**config.mk**
```make
export PLATFORM = sky130hd
export DESIGN_NAME = fetch_stage
export DESIGN_NICKNAME = d
export VERILOG_FILES = /design/src/rtl/fetch_stage_pkg.sv /design/src/rtl/pc_counter.sv /design/src/rtl/fetch_stage.sv
export SDC_FILE = /design/constraint.sdc
export NUM_CORES = 1
export LEC_CHECK = 0
export CAP_MARGIN = 20
export CELL_PAD_IN_SITES_DETAIL_PLACEMENT = 0
export CELL_PAD_IN_SITES_GLOBAL_PLACEMENT = 1
export CORE_MARGIN = 8
export CORE_UTILIZATION = 26
export DETAILED_ROUTE_END_ITERATION = 7
export GPL_TIMING_DRIVEN = 1
export PLACE_DENSITY_LB_ADDON = 0.1
export SLEW_MARGIN = 20
export SYNTH_ARGS = -nofsm -noshare
export SYNTH_HDL_FRONTEND = slang
export SYNTH_HIERARCHICAL = 1
export SYNTH_SLANG_ARGS = --single-unit
```
**constraint.sdc**
```tcl
create_clock -name clk -period 2.1 [get_ports clk]
set_input_delay 0.42 -clock clk [delete_from_list [all_inputs] [get_ports clk]]
set_output_delay 0.42 -clock clk [all_outputs]
set_load 0.005 [all_outputs]
```
**src/rtl/fetch_stage_pkg.sv**
```systemverilog
// Core-wide shared definitions: XLEN, canonical NOP, default reset PC and
// the RV32I major opcodes used by decode, plus small PC helper functions.
package fetch_stage_pkg;

  localparam int XLEN = 32;

  localparam logic [XLEN-1:0] NOP_INST         = 32'h0000_0013;
  localparam logic [XLEN-1:0] RESET_PC_DEFAULT = 32'h0000_2000;
  localparam logic [XLEN-1:0] PC_STEP          = 32'h0000_0004;

  localparam logic [6:0] OPC_LUI      = 7'b0110111;
  localparam logic [6:0] OPC_AUIPC    = 7'b0010111;
  localparam logic [6:0] OPC_JAL      = 7'b1101111;
  localparam logic [6:0] OPC_JALR     = 7'b1100111;
  localparam logic [6:0] OPC_BRANCH   = 7'b1100011;
  localparam logic [6:0] OPC_LOAD     = 7'b0000011;
  localparam logic [6:0] OPC_STORE    = 7'b0100011;
  localparam logic [6:0] OPC_OP_IMM   = 7'b0010011;
  localparam logic [6:0] OPC_OP       = 7'b0110011;
  localparam logic [6:0] OPC_MISC_MEM = 7'b0001111;
  localparam logic [6:0] OPC_SYSTEM   = 7'b1110011;

  // Source selection for the next fetch address.
  typedef enum logic [1:0] {
    PC_SEL_RESET    = 2'd0,
    PC_SEL_REDIRECT = 2'd1,
    PC_SEL_HOLD     = 2'd2,
    PC_SEL_SEQ      = 2'd3
  } pc_sel_e;

  function automatic logic [XLEN-1:0] align_word(input logic [XLEN-1:0] addr);
    return {addr[XLEN-1:2], 2'b00};
  endfunction

  function automatic logic is_misaligned(input logic [XLEN-1:0] addr);
    return (addr[1:0] != 2'b00);
  endfunction

endpackage

```
**src/rtl/pc_counter.sv**
```systemverilog
// Program counter: PC register, next-PC selection (reset > redirect > stall
// > sequential), forced word alignment and the sticky misaligned-target flag.
module pc_counter
  import fetch_stage_pkg::*;
#(
  parameter logic [XLEN-1:0] RESET_PC = RESET_PC_DEFAULT,
  parameter int              IMEM_AW  = 14
) (
  input  logic                clk,
  input  logic                rst_n,
  input  logic                stall,
  input  logic                redirect_valid,
  input  logic [XLEN-1:0]     redirect_pc,
  output logic [XLEN-1:0]     pc,
  output logic [IMEM_AW-1:0]  imem_addr,
  output logic                load,
  output logic                misalign_err
);

  pc_sel_e         pc_sel_s;
  logic [XLEN-1:0] next_pc_s;
  logic            load_s;
  logic [XLEN-1:0] pc_r;
  logic            misalign_r;

  // Next-PC source selection and address mux.
  always_comb begin
    pc_sel_s  = PC_SEL_HOLD;
    next_pc_s = pc_r;
    load_s    = 1'b0;
    if (!rst_n) begin
      pc_sel_s = PC_SEL_RESET;
    end else if (redirect_valid) begin
      pc_sel_s = PC_SEL_REDIRECT;
    end else if (stall) begin
      pc_sel_s = PC_SEL_HOLD;
    end else begin
      pc_sel_s = PC_SEL_SEQ;
    end
    case (pc_sel_s)
      PC_SEL_RESET:    next_pc_s = RESET_PC;
      PC_SEL_REDIRECT: next_pc_s = align_word(redirect_pc);
      PC_SEL_HOLD:     next_pc_s = pc_r;
      PC_SEL_SEQ:      next_pc_s = pc_r + PC_STEP;
      default:         next_pc_s = pc_r;
    endcase
    // Reset keeps imem reading so the RESET_PC word is ready on release.
    load_s = (pc_sel_s != PC_SEL_HOLD);
  end

  // PC register and sticky misalignment flag.
  always_ff @(posedge clk) begin
    if (!rst_n) begin
      pc_r       <= RESET_PC - PC_STEP;
      misalign_r <= 1'b0;
    end else begin
      if (load_s) begin
        pc_r <= next_pc_s;
      end
      if (redirect_valid && is_misaligned(redirect_pc)) begin
        misalign_r <= 1'b1;
      end
    end
  end

  assign pc           = pc_r;
  assign imem_addr    = next_pc_s[IMEM_AW+1:2];
  assign load         = load_s;
  assign misalign_err = misalign_r;

endmodule

```
**src/rtl/fetch_stage.sv**
```systemverilog
// Instruction-fetch stage: drives the synchronous imem, tracks IF/ID validity,
// substitutes a NOP for invalid slots and counts instructions handed to decode.
module fetch_stage
  import fetch_stage_pkg::*;
#(
  parameter logic [XLEN-1:0] RESET_PC  = RESET_PC_DEFAULT,
  parameter int              IMEM_AW   = 14,
  parameter int              CNT_WIDTH = 32
) (
  input  logic                  clk,
  input  logic                  rst_n,
  input  logic                  stall,
  input  logic                  redirect_valid,
  input  logic [XLEN-1:0]       redirect_pc,
  input  logic [XLEN-1:0]       imem_dout,
  output logic [IMEM_AW-1:0]    imem_addr,
  output logic                  imem_en,
  output logic [XLEN-1:0]       inst_id,
  output logic [XLEN-1:0]       pc_id,
  output logic                  valid_id,
  output logic                  misalign_err,
  output logic [CNT_WIDTH-1:0]  fetch_count
);

  logic                 load_s;
  logic                 valid_r;
  logic                 deliver_s;
  logic [CNT_WIDTH-1:0] count_r;

  pc_counter #(
    .RESET_PC (RESET_PC),
    .IMEM_AW  (IMEM_AW)
  ) u_pc_counter (
    .clk            (clk),
    .rst_n          (rst_n),
    .stall          (stall),
    .redirect_valid (redirect_valid),
    .redirect_pc    (redirect_pc),
    .pc             (pc_id),
    .imem_addr      (imem_addr),
    .load           (load_s),
    .misalign_err   (misalign_err)
  );

  // An instruction leaves ID when it is valid, not held and not squashed.
  assign deliver_s = valid_r & ~stall & ~redirect_valid;

  // IF/ID valid flag: set by any fetch, held while imem is idle.
  always_ff @(posedge clk) begin
    if (!rst_n) begin
      valid_r <= 1'b0;
    end else if (load_s) begin
      valid_r <= 1'b1;
    end else begin
      valid_r <= valid_r;
    end
  end

  // Delivered-instruction counter, wraps naturally.
  always_ff @(posedge clk) begin
    if (!rst_n) begin
      count_r <= {CNT_WIDTH{1'b0}};
    end else if (deliver_s) begin
      count_r <= count_r + {{(CNT_WIDTH-1){1'b0}}, 1'b1};
    end else begin
      count_r <= count_r;
    end
  end

  // Decode sees imem data only for valid slots, otherwise a canonical NOP.
  always_comb begin
    inst_id = NOP_INST;
    if (valid_r) begin
      inst_id = imem_dout;
    end else begin
      inst_id = NOP_INST;
    end
  end

  assign imem_en     = load_s;
  assign valid_id    = valid_r;
  assign fetch_count = count_r;

endmodule

```
==> results.sh <==
export IMPL_cp_cell_sequence="buf_4 > nand4b_1 > buf_4 > nand2b_4 > or3_4 > a31oi_1 > buf_2"
export IMPL_synth_area_leaders="dfxtp_1 (33%), and2_1 (5.4%), o21ai_0 (3.6%)"
export IMPL_register_area_sq_mm=0.001304
export IMPL_synth_edf_count=0
export IMPL_io_pins=181
export IMPL_grt_overflow=0
export IMPL_grt_pass1_wl_microns=24920
export IMPL_num_antenna_cells=0
export IMPL_post_drt_via_cell_ratio=5.049
export IMPL_reg2reg_slack_ns=-0.15
export IMPL_crit_top_cell="buf_4"
export IMPL_worst_slack_ns=-0.2227
export IMPL_start_kind="flop"
export IMPL_run_status="complete, but fails checks"
export IMPL_hold_path_class="flop to flop"
export IMPL_yosysTopAreaCell="dfxtp_1"
export IMPL_startpoint="u_pc_counter/pc[2]$_SDFFE_PN1P_"
export IMPL_syn_to_final_growth_pct=84.13
export IMPL_start_util=0.2612
export IMPL_synth_area_sq_mm=0.003911
export IMPL_place_ws_ns=-0.8189
export IMPL_cts_buffers=9
export IMPL_drive_gt1_frac=0.2736
export IMPL_critical_path_max_stage_delay_ns=0.36
export IMPL_fill_cells=1477
export IMPL_cts_buffer_depth=2
export IMPL_cp_slowest_cell="dfxtp_4"
export IMPL_fmax_mhz=430.5
export IMPL_grt_antenna_before_repair=1
export IMPL_final_util=0.4809
export IMPL_port_buffers=178
export IMPL_placementRows=45
export IMPL_arrival_ns=1.90
export IMPL_htree_levels=3
export IMPL_synth_top_area_frac=0.3276
export IMPL_max_vdd_ir_drop_uv=282.9
export IMPL_fp_dieH_microns=138.7
export IMPL_drtIter0Drc=169
export IMPL_die_w_microns=138.7
export IMPL_max_cap_violations=0
export IMPL_min_from="u_pc_counter/misalign_err$_SDFFE_PN0P_"
export IMPL_hold_depth=2
export IMPL_ys_async_sr_fraction=0
export IMPL_ys_ff_latch=64
export IMPL_hold_viol=0
export IMPL_core_region_area_sq_mm=0.01498
export IMPL_path_buf_inv=3
export IMPL_cellPowerDensity_mw_per_mm2=558.8
export IMPL_vias=4751
export IMPL_postRouteAntennaNets=0
export IMPL_multiInputGateArea_sq_mm=0.002565
export IMPL_clockRootBuffer="clkbuf_16"
export IMPL_violations="negative setup slack"
export IMPL_clk_pin_slew_ns=0.06
export IMPL_cp_top_family="simple AND/OR/NAND/NOR gates"
export IMPL_crit_path_end_kind="primary output"
export IMPL_grt_setup_unrepaired="yes"
export IMPL_drt_first_pass_iters=4
export IMPL_reg2reg_depth=15
export IMPL_gp_congestion=0.7847
export IMPL_drc=0
export IMPL_crit_fanout=3
export IMPL_worst_r2r_endpoint="u_pc_counter/pc[5]$_SDFFE_PN1P_"
export IMPL_drv_slew=0
export IMPL_setup_viol=12
export IMPL_synthDistinctLibCells=58
export IMPL_post_drt_wl_per_cell_microns=17.04
export IMPL_r2r_start="u_pc_counter/pc[2]$_SDFFE_PN1P_"
export IMPL_syn_area_per_cell_sq_um=8.115
export IMPL_fp_dieArea_sq_mm=0.01922
export IMPL_cts_sinks=64
export IMPL_cts_tree="done"
export IMPL_fin_nets=818
export IMPL_crit_type="flop to primary output"
export IMPL_grt_max_degree=35
export IMPL_yosysWarnings=6
export IMPL_syn_inst=482
export IMPL_fin_skew_ns=0.007014
export IMPL_finalCriticalPeriod_ns=2.323
export IMPL_drt_wl_total_microns=16040
export IMPL_grt_usage=0.1600
export IMPL_dp_hpwl_microns=11930
export IMPL_ys_seq_area_frac=0.3276
export IMPL_grt_pass1_vias=4642
export IMPL_crit_required_ns=1.68
export IMPL_p_leak_nw=2.732
export IMPL_hold_end="u_pc_counter/misalign_err$_SDFFE_PN0P_"
export IMPL_min_period_over_period=1.106
export IMPL_synth_ff_type="dfxtp_1"
export IMPL_clk_latency_ns=0.34
timing repair:
item                       CTS  global route
gates resized for setup     92            46
setup buffers               29             5
setup endpoints to repair   34            49
hold buffers                 0             0
pin swaps                   27            29
gates cloned                 0             2
flip-flops by register name, indices dropped and copies added (netlist names):
name	count
fetch_count	32
valid_id	1
u_pc_counter/misalign_err	1
u_pc_counter/pc	30
cell families (layout without fill, tap and decap cells):
| kind of cell | count (synthesis) | in the layout | synth area share |
|---|---|---|---|
| AOI/OAI and AO/OA | 116 | 116 | 0.2015 |
| xor gates and xnor gates | 21 | 21 | 0.04703 |
| adders and majority gates | 2 | 2 | 0.006397 |
| buffers and inverters | 60 | 330 | 0.08029 |
| DFF | 64 | 64 | 0.3276 |
| muxes | 5 | 5 | 0.01312 |
| other | 1 | 2 | 0.0009588 |
| and+or+nand+nor | 213 | 213 | 0.3231 |
report_power, final:
group,internal (W),switching [W]
Sequential,0.00126,0.0000582
Combinational,0.000622,0.000399
Clock,0.00108,0.000606
Total,0.00296,0.00106
per-stage QoR:
step           instances  area, sq um  power [W]  hold slack (ns)  TNS (ns)
2_1_floorplan        483         3916   0.001657           0.4421         0
3_3_place_gp         890         6336   0.002188           0.4313    -19.24
5_1_grt              941         7202   0.004209           0.4747    -2.659
4_1_cts              935         7018   0.004016           0.4498    -1.731
6_report             941         7202   0.004024           0.4431    -1.559
3_5_place_dp         890         6336   0.002189           0.4387    -19.27
worst max-delay path by stage:
stage / end / slack (ns) / cells past startpoint
after global placement: imem_addr[11] / -0.83 / 7
after global routing: imem_addr[9] / -0.29 / 8
final: imem_addr[13] / -0.22 / 7
after floorplan: imem_addr[13] / 0.01 / 6
after detailed placement: imem_addr[11] / -0.82 / 7
after CTS: imem_addr[12] / -0.23 / 8
Yosys cell counts, drive strengths merged, types with 4 or more instances:
| master | instances |
|---|---|
| mux2i | 4 |
| o211a | 6 |
| buf | 25 |
| nor2 | 23 |
| and2 | 34 |
| or3 | 10 |
| nor3 | 9 |
| nand4 | 15 |
| and4 | 10 |
| o21ai | 28 |
| clkbuf | 21 |
| nor4 | 5 |
| or4 | 19 |
| nand2b | 17 |
| o41ai | 7 |
| a21oi | 22 |
| nand2 | 30 |
| o31ai | 17 |
| a31oi | 12 |
| and3 | 7 |
| dfxtp | 64 |
| xor2 | 12 |
| nand3 | 21 |
| inv | 13 |
| o311ai | 6 |
| xnor2 | 9 |
worst min-delay path, stage by stage, from the launching register on:
cell	delay, ns
dfxtp_1	0.31
inv_1	0.05
a21oi_1	0.05
per-layer routing:
layer  vias to the layer above  part of all wire  GRT usage  routed length [microns]
met3                        19             0.092    0.06334                     1481
met4                         2             0.017    0.06412                      276
li1                       2318                 -          -                        -
met2                       173              0.45     0.2548                     7202
met5                         -           0.00062          0                       10
met1                      2239              0.44     0.1892                     7069
placed cells by master (no fill, tap or decap), types with 6 or more instances in the layout:
cell type | netlist | routed
and2_1 | 34 | 34
buf_4 | 18 | 106
and3_1 | 7 | 7
a21oi_1 | 22 | 18
and4_1 | 9 | 9
o41ai_1 | 7 | 7
buf_2 | 5 | 13
a31oi_1 | 12 | 12
or3_1 | 10 | 8
nor2_1 | 23 | 21
clkdlybuf4s50_1 | 0 | 161
o211a_1 | 6 | 6
nand3_1 | 20 | 20
o21ai_0 | 28 | 26
xor2_1 | 12 | 7
nand2_1 | 30 | 30
inv_1 | 13 | 12
nand2b_1 | 17 | 16
clkbuf_16 | 0 | 9
dfxtp_1 | 64 | 52
buf_6 | 2 | 11
or4_1 | 18 | 16
o31ai_1 | 17 | 17
dfxtp_2 | 0 | 9
nand4_1 | 14 | 14
layout make-up:
type,instances,share of cell area
multi-input combinational,359,0.3561
timing repair buffer,300,0.3763
clock inverter,6,0.01286
sequential,64,0.1810
clock buffer,10,0.03318
tap,188,0.03266
inverter,14,0.007818
No activity file was read; power rests on OpenSTA's default activity.
